===== src/rtl/oam_dma_if.sv =====
// Bus bundle between cpu_2a03, the sprite DMA engine and the system bus.
// The master side is the CPU/system environment; the slave side is the engine.
interface oam_dma_if;
    logic [15:0] cpu_addr;
    logic [7:0]  cpu_data_out;
    logic        cpu_rw;
    logic [7:0]  bus_data_in;
    logic [15:0] bus_addr;
    logic [7:0]  bus_data_out;
    logic        bus_rw;
    logic        cpu_stall;

    modport master (
        output cpu_addr, cpu_data_out, cpu_rw, bus_data_in,
        input  bus_addr, bus_data_out, bus_rw, cpu_stall
    );

    modport slave (
        input  cpu_addr, cpu_data_out, cpu_rw, bus_data_in,
        output bus_addr, bus_data_out, bus_rw, cpu_stall
    );
endinterface


===== src/rtl/oam_dma.sv =====
// 2A03 sprite DMA: passes CPU cycles through, and on a write to the trigger
// address stalls the CPU and copies one 256-byte page to the OAM data port.
module oam_dma #(
    parameter logic [15:0] DMA_TRIGGER_ADDR = 16'h4014,
    parameter logic [15:0] OAM_DATA_ADDR    = 16'h2004
) (
    input  logic        clock,
    input  logic        reset,
    oam_dma_if.slave    bus
);
    typedef enum logic [2:0] {
        S_IDLE,
        S_HALT,
        S_ALIGN,
        S_READ,
        S_WRITE
    } state_t;

    state_t      state_q, state_d;
    logic        phase_q, phase_d;
    logic [7:0]  page_q, page_d;
    logic [7:0]  idx_q, idx_d;
    logic [7:0]  latch_q, latch_d;

    always_comb begin
        state_d          = state_q;
        phase_d          = ~phase_q;
        page_d           = page_q;
        idx_d            = idx_q;
        latch_d          = latch_q;
        bus.bus_addr     = bus.cpu_addr;
        bus.bus_rw       = bus.cpu_rw;
        bus.bus_data_out = bus.cpu_data_out;
        bus.cpu_stall    = (state_q != S_IDLE);

        case (state_q)
            S_IDLE: begin
                // The trigger write itself is still forwarded to the bus.
                if (!bus.cpu_rw && bus.cpu_addr == DMA_TRIGGER_ADDR) begin
                    page_d  = bus.cpu_data_out;
                    idx_d   = '0;
                    state_d = S_HALT;
                end
            end
            S_HALT: begin
                bus.bus_rw       = 1'b1;
                bus.bus_data_out = '0;
                // Land every READ on a phase-0 cycle.
                state_d          = phase_q ? S_READ : S_ALIGN;
            end
            S_ALIGN: begin
                bus.bus_rw       = 1'b1;
                bus.bus_data_out = '0;
                state_d          = S_READ;
            end
            S_READ: begin
                bus.bus_addr     = {page_q, idx_q};
                bus.bus_rw       = 1'b1;
                bus.bus_data_out = '0;
                latch_d          = bus.bus_data_in;
                state_d          = S_WRITE;
            end
            S_WRITE: begin
                bus.bus_addr     = OAM_DATA_ADDR;
                bus.bus_rw       = 1'b0;
                bus.bus_data_out = latch_q;
                if (idx_q == 8'hFF) begin
                    state_d = S_IDLE;
                end else begin
                    idx_d   = idx_q + 8'd1;
                    state_d = S_READ;
                end
            end
            default: state_d = S_IDLE;
        endcase
    end

    always_ff @(posedge clock) begin
        if (reset) begin
            state_q <= S_IDLE;
            phase_q <= 1'b0;
            page_q  <= '0;
            idx_q   <= '0;
            latch_q <= '0;
        end else begin
            state_q <= state_d;
            phase_q <= phase_d;
            page_q  <= page_d;
            idx_q   <= idx_d;
            latch_q <= latch_d;
        end
    end
endmodule

===== src/flat_wrapper.sv =====
// flat-port wrapper written by rule: the top's interface ports become plain ports
module oam_dma_flat 
#(
    parameter logic [15:0] DMA_TRIGGER_ADDR = 16'h4014,
    parameter logic [15:0] OAM_DATA_ADDR    = 16'h2004
)
  (clock, reset, bus_cpu_addr, bus_cpu_data_out, bus_cpu_rw, bus_bus_data_in, bus_bus_addr, bus_bus_data_out, bus_bus_rw, bus_cpu_stall);
  oam_dma_if bus_i ();
  input  logic clock;
  input  logic reset;
  input wire logic [$bits(bus_i.cpu_addr)-1:0] bus_cpu_addr;
  input wire logic [$bits(bus_i.cpu_data_out)-1:0] bus_cpu_data_out;
  input wire logic [$bits(bus_i.cpu_rw)-1:0] bus_cpu_rw;
  input wire logic [$bits(bus_i.bus_data_in)-1:0] bus_bus_data_in;
  output wire logic [$bits(bus_i.bus_addr)-1:0] bus_bus_addr;
  output wire logic [$bits(bus_i.bus_data_out)-1:0] bus_bus_data_out;
  output wire logic [$bits(bus_i.bus_rw)-1:0] bus_bus_rw;
  output wire logic [$bits(bus_i.cpu_stall)-1:0] bus_cpu_stall;
  assign bus_i.cpu_addr = bus_cpu_addr;
  assign bus_i.cpu_data_out = bus_cpu_data_out;
  assign bus_i.cpu_rw = bus_cpu_rw;
  assign bus_i.bus_data_in = bus_bus_data_in;
  assign bus_bus_addr = bus_i.bus_addr;
  assign bus_bus_data_out = bus_i.bus_data_out;
  assign bus_bus_rw = bus_i.bus_rw;
  assign bus_cpu_stall = bus_i.cpu_stall;
  oam_dma #(.DMA_TRIGGER_ADDR(DMA_TRIGGER_ADDR), .OAM_DATA_ADDR(OAM_DATA_ADDR)) u_core (.clock(clock), .reset(reset), .bus(bus_i));
endmodule

===== config.mk =====
export PLATFORM = sky130hd
export DESIGN_NAME = oam_dma_flat
export DESIGN_NICKNAME = d
export VERILOG_FILES = /design/src/rtl/oam_dma_if.sv /design/src/rtl/oam_dma.sv /design/src/flat_wrapper.sv
export SDC_FILE = /design/constraint.sdc
export NUM_CORES = 1
export LEC_CHECK = 0
export CELL_PAD_IN_SITES_DETAIL_PLACEMENT = 0
export CELL_PAD_IN_SITES_GLOBAL_PLACEMENT = 1
export CORE_MARGIN = 2
export CORE_UTILIZATION = 30
export CTS_CLUSTER_DIAMETER = 100
export DETAILED_ROUTE_END_ITERATION = 7
export PLACE_DENSITY = 0.81
export SLEW_MARGIN = 20
export SYNTH_ARGS = -nofsm -noshare
export SYNTH_HDL_FRONTEND = slang
export SYNTH_SLANG_ARGS = --single-unit

===== constraint.sdc =====
create_clock -name clock -period 2.2 [get_ports clock]
set_input_delay 0.44 -clock clock [delete_from_list [all_inputs] [get_ports clock]]
set_output_delay 0.44 -clock clock [all_outputs]
set_load 0.02 [all_outputs]

After elaboration in Yosys (flattened, before gate mapping) --
Cells that the tools add are included.
Word-level totals: register bits after elaboration 28, latch bits 0, RAM bits 0, ROM bits 0, output and inout bits 26, logic and storage cells 33, memories 0
Operators by class: add/sub/neg operators 1, multipliers 0, divide/modulo/power cells 0, $lt $le $gt $ge 0, equal/unequal tests 8, shifts and indexed selects 0, mux-type cells 10, bitwise logic cells 1, reductions and logical operators 8
Operators by type and width (number):
- $pmux W16 S2 | 1
- $pmux W8 S2 | 2
- $eq A16 B15 Y1 const B | 1
- $mux W8 | 2
- $pmux W3 S5 | 1
- $add A8 B1 Y8 const B | 1
- $eq A8 B8 Y1 const B | 1
- $eq A3 B2 Y1 const B | 2
- $eq A3 B1 Y1 const B | 1
- $eq A3 B3 Y1 const B | 1
- $logic_not A3 Y1 | 1
- $mux W3 | 1
- $reduce_and A3 Y1 | 1
- $reduce_bool A3 Y1 | 1
- $reduce_or A3 Y1 | 1
- $mux W2 | 1
- $ne A2 B1 Y1 const B | 1
- $ne A2 B2 Y1 const B | 1
- $pmux W1 S2 | 1
- $reduce_and A2 Y1 | 1
- $reduce_bool A2 Y1 | 1
- $logic_and A1 B1 Y1 | 1
- $logic_not A1 Y1 | 1
- $mux W1 | 1
- $not A1 Y1 | 1

Logic depth before layout (Yosys ltp) --
word-level depth 4, gate-level depth with buffers 7, gate-level depth less buffers 6

Worst setup path after synthesis --
Ideal clock, no wire load.
path kind reg-to-output, start register u_core.state_q[0], end output port bus_bus_addr[10], arrival 1453 ps, slack 307 ps, stages on the path, launching flop included 8, cells stage by stage dfxtp_1 > buf_2 > nor2_4 > and2_2 > buf_2 > nor2_2 > buf_2 > a22o_1
Between the ends: word-level cells in the longest chain between the ends 2, elaborated cells between the ends (all ways) 3, those cells by class 2 x eq/ne; 1 x mux
Ends and longest elaborated chain:
- from (decl) | line oam_dma.sv:19 | state_t state_q, state_d;
- from (signal assigned) | line oam_dma.sv:86 | state_q <= state_d;
- $eq A3 B3 Y1 / $eq A3 B2 Y1 (equally long branches) | line oam_dma.sv:36 | case (state_q)
- $pmux W16 S2 * | line oam_dma.sv:36
- to (decl) | line flat_wrapper.sv:15 | output wire logic [$bits(bus_i.bus_addr)-1:0] bus_bus_addr;
Every way passes the cells marked *; elsewhere a longest branch is shown, timed or not.

Worst setup path in the final report --
start register u_core.state_q[0], end output port bus_bus_data_out[2]
Between the ends: word-level cells in the longest chain between the ends 3, elaborated cells between the ends (all ways) 6, those cells by class 4 x eq/ne; 1 x mux; 1 x reduce/logical
Ends and longest elaborated chain:
- $eq A3 B1 Y1 / $eq A3 B2 Y1 (equally long branches) | line oam_dma.sv:36
- $reduce_or A3 Y1 (no source line)
- $pmux W8 S2 * | line oam_dma.sv:36
- to (decl) | line flat_wrapper.sv:16 | output wire logic [$bits(bus_i.bus_data_out)-1:0] bus_bus_data_out;
Marks and branches as above.

==> flow_metrics.env <==
export IMPL_avgRoutedWirePerCell_um=14.04
export IMPL_p_leak_nw=0.9463
export IMPL_timing_worst_slew_pin_value_ns=0.3213
export IMPL_i_o_buffers=60
export IMPL_grt_pass1_vias=1528
export IMPL_postSynth_asyncResetShare_pct=0
export IMPL_synthesis_area_per_instance_um2=8.403
export IMPL_total_die_area_mm2=0.005507
export IMPL_floorplan_initialDensity_pct=31.31
export IMPL_floorplan_die_height_um=74.21
export IMPL_critPathMaxFanout=7
export IMPL_ir_drop_v=0.0001875
export IMPL_synth_net_count=212
export IMPL_crit_arrival_ns=1.69
export IMPL_crit_path_cell_trace="or3_2 -> nand2_4 -> buf_12 -> a22o_1 -> clkbuf_2"
export IMPL_finalCritPeriodShare_pct=96.85
export IMPL_nFillCells=473
export IMPL_yosys_most_used_dff="dfxtp_1"
export IMPL_wl_um=4492
export IMPL_power_per_cell_area_mw_per_mm2=421.0
export IMPL_critPathLaunchType="register"
export IMPL_netlist_instances=176
export IMPL_timing_max_slew_rel_slack_pct=78.35
export IMPL_intPower_w=0.0007290
export IMPL_dp_cells=315
export IMPL_status="completed"
export IMPL_cts_htree_levels=1
export IMPL_instances_no_fill=320
export IMPL_setup_viol=0
export IMPL_routed_via_density=4.925
export IMPL_final_antenna_net_count=0
export IMPL_floorplan_die_width_um=74.21
export IMPL_synth_warnings=0
export IMPL_synth_top_cells_by_count="28 x dfxtp_1, 25 x nand2_1, 22 x a22o_1, 17 x a21oi_1, 14 x nor2_1"
export IMPL_synth_most_common_cell="dfxtp_1"
export IMPL_total_power_w=0.0009628
export IMPL_timing_worst_setup_path_type="register to primary output"
export IMPL_finish_instance_area_mm2=0.002287
export IMPL_share_seq_of_total_power_pct=52.8
export IMPL_std_cell_rows=25
export IMPL_number_of_enable_flip_flop_cells_after_synthesis=0
export IMPL_critPathSlowestCell="or3_2"
export IMPL_hold_path_class="register to register"
export IMPL_peak_clock_frequency_supported_by_timing_mhz=469.4
export IMPL_antenna_found_initial=0
export IMPL_cp_slowest_stage_delay_ns=0.52
export IMPL_tritoncts_num_sinks=28
export IMPL_grt_ovfl_total=0
export IMPL_pin_count=61
export IMPL_tritoncts_num_buffers=3
export IMPL_synth_top_area_share_pct=37.90
export IMPL_detailed_place_hpwl_um=3361
export IMPL_detail_route_first_pass_iterations=4
export IMPL_combinational_group_share_of_total_power_pct=17.9
export IMPL_detailedRoute_firstIterationViolations=81
export IMPL_global_route_wire_length_before_repair_um=7438
export IMPL_post_route_cells_drive_above_1_share_pct=22.53
export IMPL_syn_area_mm2=0.001479
export IMPL_hold_buffers=0
export IMPL_dr_total_vias=1576
export IMPL_ctsRootBufferMaster="clkbuf_8"
export IMPL_synth_cell_type_count=34
export IMPL_finClkSkew_ns=0.001085
export IMPL_critPathRequiredTime_ns=1.76
export IMPL_maxCapViolCount=0
export IMPL_ys_top_cells_by_area="dfxtp_1 38%, a22o_1 13%, nand2_1 6.3%"
export IMPL_synth_yosys_seq_area_share_pct=37.90
export IMPL_route_detailed_drc=0
export IMPL_pin_count_of_the_biggest_net_entering_global_routing=21
export IMPL_tritoncts="yes"
export IMPL_finalHoldViolCount=0
export IMPL_synth_seq_cells=28
export IMPL_swShare_pct=24.29
export IMPL_design_core_area_mm2=0.004723
export IMPL_switchingPower_w=0.0002339
export IMPL_globalRouteTotalUtil_pct=17.31
export IMPL_insertion_delay_ns=0.27
export IMPL_library_cell_occupying_the_most_area_in_the_post_synthesis_netlist="dfxtp_1"
export IMPL_post_dp_cell_area_mm2=0.002293
export IMPL_finalCriticalPeriod_ns=2.131
export IMPL_final_net_count=291
export IMPL_report_final_slew_viol_count=0
export IMPL_clock_power_share_pct=29.3
export IMPL_antenna_diode_count=0
export IMPL_endpoint_kind="primary output"
export IMPL_cts_clk_slew_worst_paths_ns=0.09
export IMPL_area_delta_synth_final_pct=54.65
export IMPL_gpl_final_weighted_congestion=0.7712
export IMPL_ctsLongestPathBuffers=2
registers in the layout, indices dropped and copies added, names as in the netlist:
register and flops:
u_core.idx_q 8, u_core.latch_q 8, u_core.page_q 8, u_core.state_q 3
u_core.phase_q 1
metal layers:
metal | global-route usage, % | part of all wire, % | up-vias | routed length (µm)
met5 | 0 | 0 | - | 0
li1 | - | - | 806 | -
met2 | 28.17 | 48 | 38 | 2135
met3 | 3.252 | 4.6 | 2 | 207
met4 | 3.571 | 0.36 | 0 | 16
met1 | 24.11 | 47 | 730 | 2133
worst max-delay path: cells and delay by family (launching register included):
family / cells / cell delay [ns]
AND/OR/NAND/NOR: 2 / 0.66
flip-flops: 1 / 0.36
buffers and inverters: 2 / 0.28
AO/OA/AOI/OAI: 1 / 0.11
layout by cell type, fill, tap and decap left out, drive strengths merged, types with 3 or more instances in the layout:
cell type and count:
a21oi 17, a22o 22, a311oi 3, and3 4
buf 29, clkbuf 17, clkdlybuf4s15 6, clkdlybuf4s50 34
dfxtp 28, dlygate4sd2 4, mux2i 8, nand2 26
nand2b 3, nand3 4, nor2 16, o21a 3
o21ai 9
cells by family after synthesis:
group | after synthesis | share of synthesized area [%]
xor+xnor | 1 | 0.5923
simple gates | 65 | 22.08
mux | 8 | 5.415
compound gates | 60 | 28.43
flops | 28 | 37.90
buf+inv | 13 | 4.737
fa+ha+maj | 1 | 0.8459
power by group through the flow:
stage | Sequential (W) | Combinational (W) | Clock (W)
after CTS | 0.000508 | 0.000179 | 0.000290
after detailed placement | 0.000520 | 0.000193 | 0
final | 0.000508 | 0.000172 | 0.000282
after global routing | 0.000509 | 0.000184 | 0.000301
after global placement | 0.000520 | 0.000194 | 0
after floorplan | 0.000520 | 0.0000652 | 0
worst paths after layout:
kind                     startpoint                   to  slack, ns  depth (start not counted)
setup / recovery  u_core.state_q[0]  bus_bus_data_out[2]       0.07                          5
hold reg to reg      u_core.phase_q       u_core.phase_q       0.44                          1
hold / removal       u_core.phase_q       u_core.phase_q       0.44                          1
setup reg to reg    u_core.idx_q[0]      u_core.idx_q[5]       0.43                          6
timing repair:
| action | in CTS | in global routing |
|---|---|---|
| gates resized for setup | 40 | 30 |
| buffers inserted | 0 | 2 |
| endpoints found under the setup margin | 26 | 22 |
layout make-up:
type / instances / area [µm²] / area share (%)
multi-input combinational: 135 / 855.8 / 37.42
timing repair buffer: 87 / 743.2 / 32.49
sequential: 28 / 563.0 / 24.62
clock buffer: 3 / 41.29 / 1.805
tap: 67 / 83.83 / 3.665
through the flow:
step / setup slack (ns) / utilization, % / hold WS (ns) / TNS (ns)
finish: 0.06940 / 48.42 / 0.4380 / 0
global route: -0.003508 / 48.42 / 0.4610 / -0.007988
CTS: 0.0009674 / 49.22 / 0.4393 / 0
detailed placement: -0.1101 / 48.56 / 0.4245 / -1.180
global placement: -0.1305 / 48.56 / 0.4013 / -1.734
floorplan: 0.3071 / - / 0.3936 / 0
(Power assumes the default switching activity.)
